==> src/rtl/capture_pkg.sv <==
// Shared types and constants for the capture line writer: FSM states, per-pixel
// FIFO side-band metadata and the word-address helper.
package capture_pkg;

    typedef enum logic [1:0] {IDLE, ARM, ACTIVE, DONE} cap_state_e;

    localparam int WORD_BYTES     = 4;
    localparam int DIM_W          = 24;
    localparam int DATA_W_DEF     = 32;
    localparam int FIFO_DEPTH_DEF = 16;
    localparam int FIFO_AW_DEF    = 4;

    // Each queued pixel carries its own position so a dropped pixel leaves a hole
    // instead of shifting later pixels onto the wrong column.
    typedef struct packed {
        logic [DIM_W-1:0] col;
        logic             odd;
        logic             eol;
        logic             eof;
    } pix_meta_t;

    function automatic logic [31:0] word_addr(input logic [31:0] base, input logic [DIM_W-1:0] col);
        return base + ({8'd0, col} * 32'(WORD_BYTES));
    endfunction

endpackage

==> src/rtl/capture_fifo.sv <==
// Synchronous FIFO with full/empty flags and a registered read port. A push at
// full succeeds when a pop happens in the same cycle.
module capture_fifo #(
    parameter int W     = 32,
    parameter int DEPTH = 16,
    parameter int AW    = 4
) (
    input  logic         clk,
    input  logic         reset,
    input  logic         wr_en_i,
    input  logic [W-1:0] wr_data_i,
    input  logic         rd_en_i,
    output logic [W-1:0] rd_data_o,
    output logic         full_o,
    output logic         empty_o
);

    logic [W-1:0]  mem_q [DEPTH];
    logic [AW-1:0] wr_ptr_q, rd_ptr_q;
    logic [AW:0]   cnt_q;
    logic [W-1:0]  rd_data_q;
    logic          rd_fire, wr_fire;

    assign empty_o   = (cnt_q == '0);
    assign full_o    = (cnt_q == (AW+1)'(DEPTH));
    assign rd_fire   = rd_en_i && !empty_o;
    assign wr_fire   = wr_en_i && (!full_o || rd_fire);
    assign rd_data_o = rd_data_q;

    always_ff @(posedge clk) begin
        if (wr_fire) mem_q[wr_ptr_q] <= wr_data_i;
    end

    always_ff @(posedge clk) begin
        if (reset) begin
            wr_ptr_q  <= '0;
            rd_ptr_q  <= '0;
            cnt_q     <= '0;
            rd_data_q <= '0;
        end else begin
            if (wr_fire) wr_ptr_q <= wr_ptr_q + AW'(1);
            if (rd_fire) begin
                rd_ptr_q  <= rd_ptr_q + AW'(1);
                rd_data_q <= mem_q[rd_ptr_q];
            end
            cnt_q <= cnt_q + (AW+1)'(wr_fire) - (AW+1)'(rd_fire);
        end
    end

endmodule

==> src/rtl/capture_line_writer.sv <==
// Writes a non-backpressurable pixel stream line by line into ping-pong buffers
// over an Avalon-MM master. Optional CAPTURE_FRAME_COUNT_EN adds frame_count.
module capture_line_writer
    import capture_pkg::*;
#(
    parameter int DATA_W     = DATA_W_DEF,
    parameter int FIFO_DEPTH = FIFO_DEPTH_DEF,
    parameter int FIFO_AW    = FIFO_AW_DEF
) (
    input  logic              clk,
    input  logic              reset,
    input  logic              start_capture,
    input  logic [23:0]       capture_width,
    input  logic [23:0]       capture_height,
    input  logic [31:0]       buff0,
    input  logic [31:0]       buff1,
    input  logic              in_valid,
    input  logic [DATA_W-1:0] in_data,
    input  logic              in_sof,
    output logic [31:0]       avm_address,
    output logic              avm_write,
    output logic [DATA_W-1:0] avm_writedata,
    input  logic              avm_waitrequest,
    output logic              buff0full,
    output logic              buff1full,
    output logic              capture_standby,
`ifdef CAPTURE_FRAME_COUNT_EN
    output logic [15:0]       frame_count,
`endif
    output logic              overflow
);

    localparam int ENT_W = DATA_W + $bits(pix_meta_t);

    cap_state_e       state_q, state_d;
    logic             start_prev_q;
    logic [DIM_W-1:0] width_q, width_d, height_q, height_d;
    logic [DIM_W-1:0] col_in_q, col_in_d, row_in_q, row_in_d;
    logic [31:0]      buff0_q, buff0_d, buff1_q, buff1_d;
    logic             in_done_q, in_done_d;
    logic             overflow_q, overflow_d;
    logic             out_vld_q, out_vld_d;
    logic             full0_q, full0_d, full1_q, full1_d;
    logic [15:0]      frame_cnt_q, frame_cnt_d;

    pix_meta_t        push_meta, out_meta;
    logic [DATA_W-1:0] out_data;
    logic [ENT_W-1:0] fifo_rd;
    logic             push, pop, acc, fifo_full, fifo_empty;
    logic             arm_edge, last_col, last_row;

    assign arm_edge = start_capture && !start_prev_q;
    assign last_col = (col_in_q == width_q - DIM_W'(1));
    assign last_row = (row_in_q == height_q - DIM_W'(1));
    assign push     = in_valid && ((state_q == ARM && in_sof) || (state_q == ACTIVE && !in_done_q));
    assign acc      = out_vld_q && !avm_waitrequest;
    assign pop      = !fifo_empty && (!out_vld_q || acc);

    always_comb begin
        push_meta     = '0;
        push_meta.col = col_in_q;
        push_meta.odd = row_in_q[0];
        push_meta.eol = last_col;
        push_meta.eof = last_col && last_row;
    end

    capture_fifo #(.W(ENT_W), .DEPTH(FIFO_DEPTH), .AW(FIFO_AW)) u_fifo (
        .clk      (clk),
        .reset    (reset),
        .wr_en_i  (push),
        .wr_data_i({push_meta, in_data}),
        .rd_en_i  (pop),
        .rd_data_o(fifo_rd),
        .full_o   (fifo_full),
        .empty_o  (fifo_empty)
    );

    assign {out_meta, out_data} = fifo_rd;

    always_comb begin
        state_d     = state_q;
        width_d     = width_q;
        height_d    = height_q;
        buff0_d     = buff0_q;
        buff1_d     = buff1_q;
        col_in_d    = col_in_q;
        row_in_d    = row_in_q;
        in_done_d   = in_done_q;
        overflow_d  = overflow_q;
        frame_cnt_d = frame_cnt_q;
        full0_d     = 1'b0;
        full1_d     = 1'b0;
        out_vld_d   = pop ? 1'b1 : (acc ? 1'b0 : out_vld_q);

        case (state_q)
            IDLE: if (arm_edge) begin
                width_d    = capture_width;
                height_d   = capture_height;
                buff0_d    = buff0;
                buff1_d    = buff1;
                col_in_d   = '0;
                row_in_d   = '0;
                in_done_d  = 1'b0;
                overflow_d = 1'b0;
                state_d    = (capture_width == '0 || capture_height == '0) ? DONE : ARM;
            end
            ARM: if (in_valid && in_sof) state_d = ACTIVE;
            ACTIVE: begin
                // Second term retires a frame whose final pixel was dropped on overflow.
                if ((acc && out_meta.eof) || (in_done_q && fifo_empty && !out_vld_q)) begin
                    state_d     = DONE;
                    frame_cnt_d = frame_cnt_q + 16'd1;
                end
            end
            DONE: if (!start_capture) state_d = IDLE;
            default: state_d = IDLE;
        endcase

        if (push) begin
            if (fifo_full && !pop) overflow_d = 1'b1;
            if (last_col) begin
                col_in_d = '0;
                row_in_d = row_in_q + DIM_W'(1);
                if (last_row) in_done_d = 1'b1;
            end else begin
                col_in_d = col_in_q + DIM_W'(1);
            end
        end

        if (acc && out_meta.eol) begin
            full0_d = !out_meta.odd;
            full1_d = out_meta.odd;
        end
    end

    always_ff @(posedge clk) begin
        if (reset) begin
            state_q      <= IDLE;
            start_prev_q <= 1'b0;
            width_q      <= '0;
            height_q     <= '0;
            buff0_q      <= '0;
            buff1_q      <= '0;
            col_in_q     <= '0;
            row_in_q     <= '0;
            in_done_q    <= 1'b0;
            overflow_q   <= 1'b0;
            out_vld_q    <= 1'b0;
            full0_q      <= 1'b0;
            full1_q      <= 1'b0;
            frame_cnt_q  <= '0;
        end else begin
            state_q      <= state_d;
            start_prev_q <= start_capture;
            width_q      <= width_d;
            height_q     <= height_d;
            buff0_q      <= buff0_d;
            buff1_q      <= buff1_d;
            col_in_q     <= col_in_d;
            row_in_q     <= row_in_d;
            in_done_q    <= in_done_d;
            overflow_q   <= overflow_d;
            out_vld_q    <= out_vld_d;
            full0_q      <= full0_d;
            full1_q      <= full1_d;
            frame_cnt_q  <= frame_cnt_d;
        end
    end

    assign avm_write       = out_vld_q;
    assign avm_address     = out_vld_q ? word_addr(out_meta.odd ? buff1_q : buff0_q, out_meta.col) : '0;
    assign avm_writedata   = out_vld_q ? out_data : '0;
    assign buff0full       = full0_q;
    assign buff1full       = full1_q;
    assign capture_standby = (state_q == IDLE);
    assign overflow        = overflow_q;
`ifdef CAPTURE_FRAME_COUNT_EN
    assign frame_count     = frame_cnt_q;
`else
    logic unused_frame_cnt;
    assign unused_frame_cnt = ^frame_cnt_q;
`endif

endmodule
==> config.mk <==
export PLATFORM = sky130hd
export DESIGN_NAME = capture_line_writer
export DESIGN_NICKNAME = d
export VERILOG_FILES = /design/src/rtl/capture_pkg.sv /design/src/rtl/capture_fifo.sv /design/src/rtl/capture_line_writer.sv
export SDC_FILE = /design/constraint.sdc
export NUM_CORES = 2
export LEC_CHECK = 0
export BUFFER_PORTS_ARGS = -buffer_cell sky130_fd_sc_hd__buf_2
export CAP_MARGIN = 5
export CORE_ASPECT_RATIO = 0.75
export CORE_MARGIN = 3
export CORE_UTILIZATION = 55
export CTS_BUF_LIST = sky130_fd_sc_hd__clkbuf_2
export CTS_CLUSTER_DIAMETER = 100
export CTS_CLUSTER_SIZE = 28
export DETAILED_ROUTE_END_ITERATION = 8
export PLACE_DENSITY_LB_ADDON = 0.05
export SETUP_SLACK_MARGIN = 0.2
export SYNTH_ARGS = -nofsm -noshare
export SYNTH_HDL_FRONTEND = slang
export SYNTH_SLANG_ARGS = --single-unit
==> constraint.sdc <==
create_clock -name clk -period 16.85 [get_ports clk]
set_input_delay 0 -clock clk [delete_from_list [all_inputs] [get_ports clk]]
set_output_delay 0 -clock clk [all_outputs]
set_load 0.005 [all_outputs]
==> metrics <==
Final Hold Violating Endpoints=0; crit path DAT=5.59 ns; Syn Std Cell Area=48700 sq um; Post-synth top flop=edfxtp_1; share of cells above drive strength 1=19.4%; total power=6.57 mW; syn_nets=3273; pre-CTS setup slack=12.42 ns; Leakage=19.5 nW; hold path depth=6; Total GRT Usage=28.8%; Int Power=4.45 mW; EDFF count, synth=944; multi-input gate area in the final layout=14900 sq um; Reg2Reg Depth=8; Slew @ Worst Pin=1.28 ns; pwr dens=116 nW/um^2; Area Growth Syn to Fin=16.5%; CTS H-Tree Depth=2; Switch Pwr=2.11 mW; setup ws final=11.26 ns; fin nets=3928; ys async rst share=0%; Final Cell Area=56800 sq um; post-route ant nets=0; chip width=350 um; final setup skew=0.188 ns; min-delay src=in_valid; period utilization=33.2%; CP Cell Sequence=buf_4 > mux2_2 > ha_1 > fa_1 > a211oi_1 > o21ai_0 > nand4_1 > a31oi_1 > o211ai_1 > a31oi_1 > and3_1 > nor3_1 > buf_2; Gate power share=32.7%; Worst path max stage delay=0.46 ns; status=complete, no violations; Starting Density=56.2%; Worst setup SP type=flop; DP Wirelength=66900 um; DR pass1 iterations=7; critical path required time=16.85 ns; post-cts sizing count=0; synthesized flop and latch total=1184; Cells after Synth=3078; Reg power frac=52.9%; Routed WL per cell=26.8 um; fmax=179 MHz; Initial DRC Count=3323; Crit Path Category=reg2out; first-pass GRT wire length=199000 um; IO Port Bufs=218; Fillers=5973; CTS Buf Count=48; total vias in the final route=30700; most frequent cells in the layout=944 x edfxtp_1, 520 x dlygate4sd3_1, 414 x nand2_1; maximum fanout along the worst path=35; commonest non-fill, non-tap cell in the layout=edfxtp_1; peak supply drop=0.000117 V; WP buf/inv=2; largest net degree at the start of global routing=138; Mean Syn Cell Area=15.8 sq um; hold path endpoint=col_in_q[1]$_SDFFE_PP0P_; Root Driver=clkbuf_2; Netlist cell types=82; crit path time final=5.59 ns; CTS tree=done; Worst-path clk slew=0.54 ns; RR Endpoint=row_in_q[12]$_SDFF_PP0_; Setup Total Neg Slack=0 ns; WL final=132000 um; GRT Residual Overflow=0; vias in the first global route=31200; Final GP Congestion=0.885; Chip Height=264 um; Clk pwr share=14.5%; flip-flop and latch area=33200 sq um; Syn. warnings=0; initial antenna violation count=13; Worst Hold Class=in2reg; hold_ws=0.170 ns; maxcap violations=0; Worst path slowest cell=fa_1; postcts setup bufs=0; DR DRC count=0; critical path capture point type=output pin; Sw Ratio=32.2%; RSZ-0062 raised after global routing=no; R2R Setup Slk=12.26 ns; CTS max path bufs=3; Row Count=93; Seq/Total Area, Yosys=68.0%; Final Max Tran Viols=0; Core Region=86800 sq um; placed instance area=51000 sq um; endpoints failing setup=0; clk sinks=1184; I/O pin count=219; headroom to the max-slew limit=14.6%; DR vias/cell=6.23; most used cell, CP=a31oi_1; Clock Latency Late Sink=1.43 ns; worst r2r src=width_q[2]$_SDFFE_PP0P_; Die Area=92300 sq um; critical path's top delay family=compound AO/OA/AOI/OAI gates
tightest hold or removal path, cell delays in order:
cell	delay, ns
dlygate4sd3_1	0.53
buf_2	0.11
dlygate4sd3_1	0.59
nand2b_1	0.18
nand3_1	0.13
a21oi_1	0.07
how the worst max path moves through the flow:
| stage | start | end | cells past startpoint |
|---|---|---|---|
| final | u_fifo.rd_data_o[34]$_SDFFE_PP0P_ | avm_address[28] | 13 |
| after global routing | u_fifo.rd_data_o[34]$_SDFFE_PP0P_ | avm_address[28] | 13 |
| after floorplan | state_q[0]$_SDFFE_PP0P_ | u_fifo.mem_q[3][0]$_DFFE_PP_ | 7 |
| after detailed placement | width_q[2]$_SDFFE_PP0P_ | row_in_q[12]$_SDFF_PP0_ | 8 |
| after global placement | width_q[2]$_SDFFE_PP0P_ | row_in_q[12]$_SDFF_PP0_ | 8 |
| after CTS | u_fifo.rd_data_o[34]$_SDFFE_PP0P_ | avm_address[28] | 13 |
synthesized netlist by cell type, types with 29 or more instances:
cell / count / area share (%)
buf_1: 34 / 0.26
dfxtp_1: 240 / 9.9
nor3_1: 47 / 0.48
edfxtp_1: 944 / 58
xnor2_1: 44 / 0.79
ha_1: 43 / 1.1
o21ai_0: 52 / 0.53
inv_1: 34 / 0.26
a21oi_1: 210 / 2.2
nor2_1: 88 / 0.68
xor2_1: 44 / 0.79
and2_1: 40 / 0.51
clkbuf_1: 129 / 0.99
nand2_1: 414 / 3.2
mux4_2: 295 / 14
mux2_2: 29 / 0.67
a21o_1: 35 / 0.54
and3_1: 30 / 0.39
nand3_1: 43 / 0.44
layout make-up:
cell class                      count  area share [%]
Sequential cell                  1184            58.4
Multi-Input combinational cell   1683            26.2
Timing Repair Buffer              780            11.8
Tap cell                         1140            2.51
Clock buffer                       85           0.749
Inverter                           36           0.238
Antenna cell                       15          0.0661
Clock inverter                      2          0.0419
what timing repair did:
action / in CTS / in global routing
hold buffers: 521 / 0
hold endpoints to repair: 903 / 0
setup endpoints to repair: 0 / 0
per-stage QoR:
stage / util [%] / std cells
3_3_place_gp: 58.8 / 4301
3_5_place_dp: 58.8 / 4301
6_report: 65.4 / 4925
2_1_floorplan: - / 3078
4_1_cts: 65.3 / 4909
5_1_grt: 65.4 / 4922
power by group through the flow:
stage / logic [mW] / clock network (mW) / registers, mW
final: 2.14 / 0.949 / 3.47
after global routing: 2.31 / 1.07 / 3.50
after CTS: 2.11 / 0.974 / 3.47
after detailed placement: 1.92 / 0 / 3.53
after global placement: 1.90 / 0 / 3.52
after floorplan: 1.45 / 0 / 3.41
registers in the layout (all words and copies together) (netlist names):
| name | count |
|---|---|
| buff1full | 1 |
| col_in_q | 24 |
| u_fifo.wr_ptr_q | 4 |
| start_prev_q | 1 |
| row_in_q | 24 |
| u_fifo.rd_ptr_q | 4 |
| height_q | 24 |
| u_fifo.cnt_q | 5 |
| buff0_q | 32 |
| overflow | 1 |
| avm_write | 1 |
| u_fifo.rd_data_o | 59 |
| buff0full | 1 |
| in_done_q | 1 |
| state_q | 2 |
| u_fifo.mem_q | 944 |
| width_q | 24 |
| buff1_q | 32 |
kinds of logic (layout without fill, tap and decap cells):
kind of cell	count (synthesis)	after routing	share of synthesized area, %
flops	1184	1184	68.0
xor+xnor	89	89	1.63
mux	335	335	14.5
other cells	0	15	0
compound gates	400	400	4.95
simple gates	814	814	7.97
buf+inv	211	903	1.73
fa+ha+maj	45	45	1.19
per-layer routing:
layer,wire length (um),share of wire [%],up-vias,global-route usage (%)
met4,4310,3.3,6,8.55
met2,63400,48,1258,45.7
li1,-,-,13200,-
met3,8590,6.5,343,4.24
met1,55600,42,15900,41.9
met5,38,0.029,-,0.0523
No activity file was read; power rests on OpenSTA's default activity.
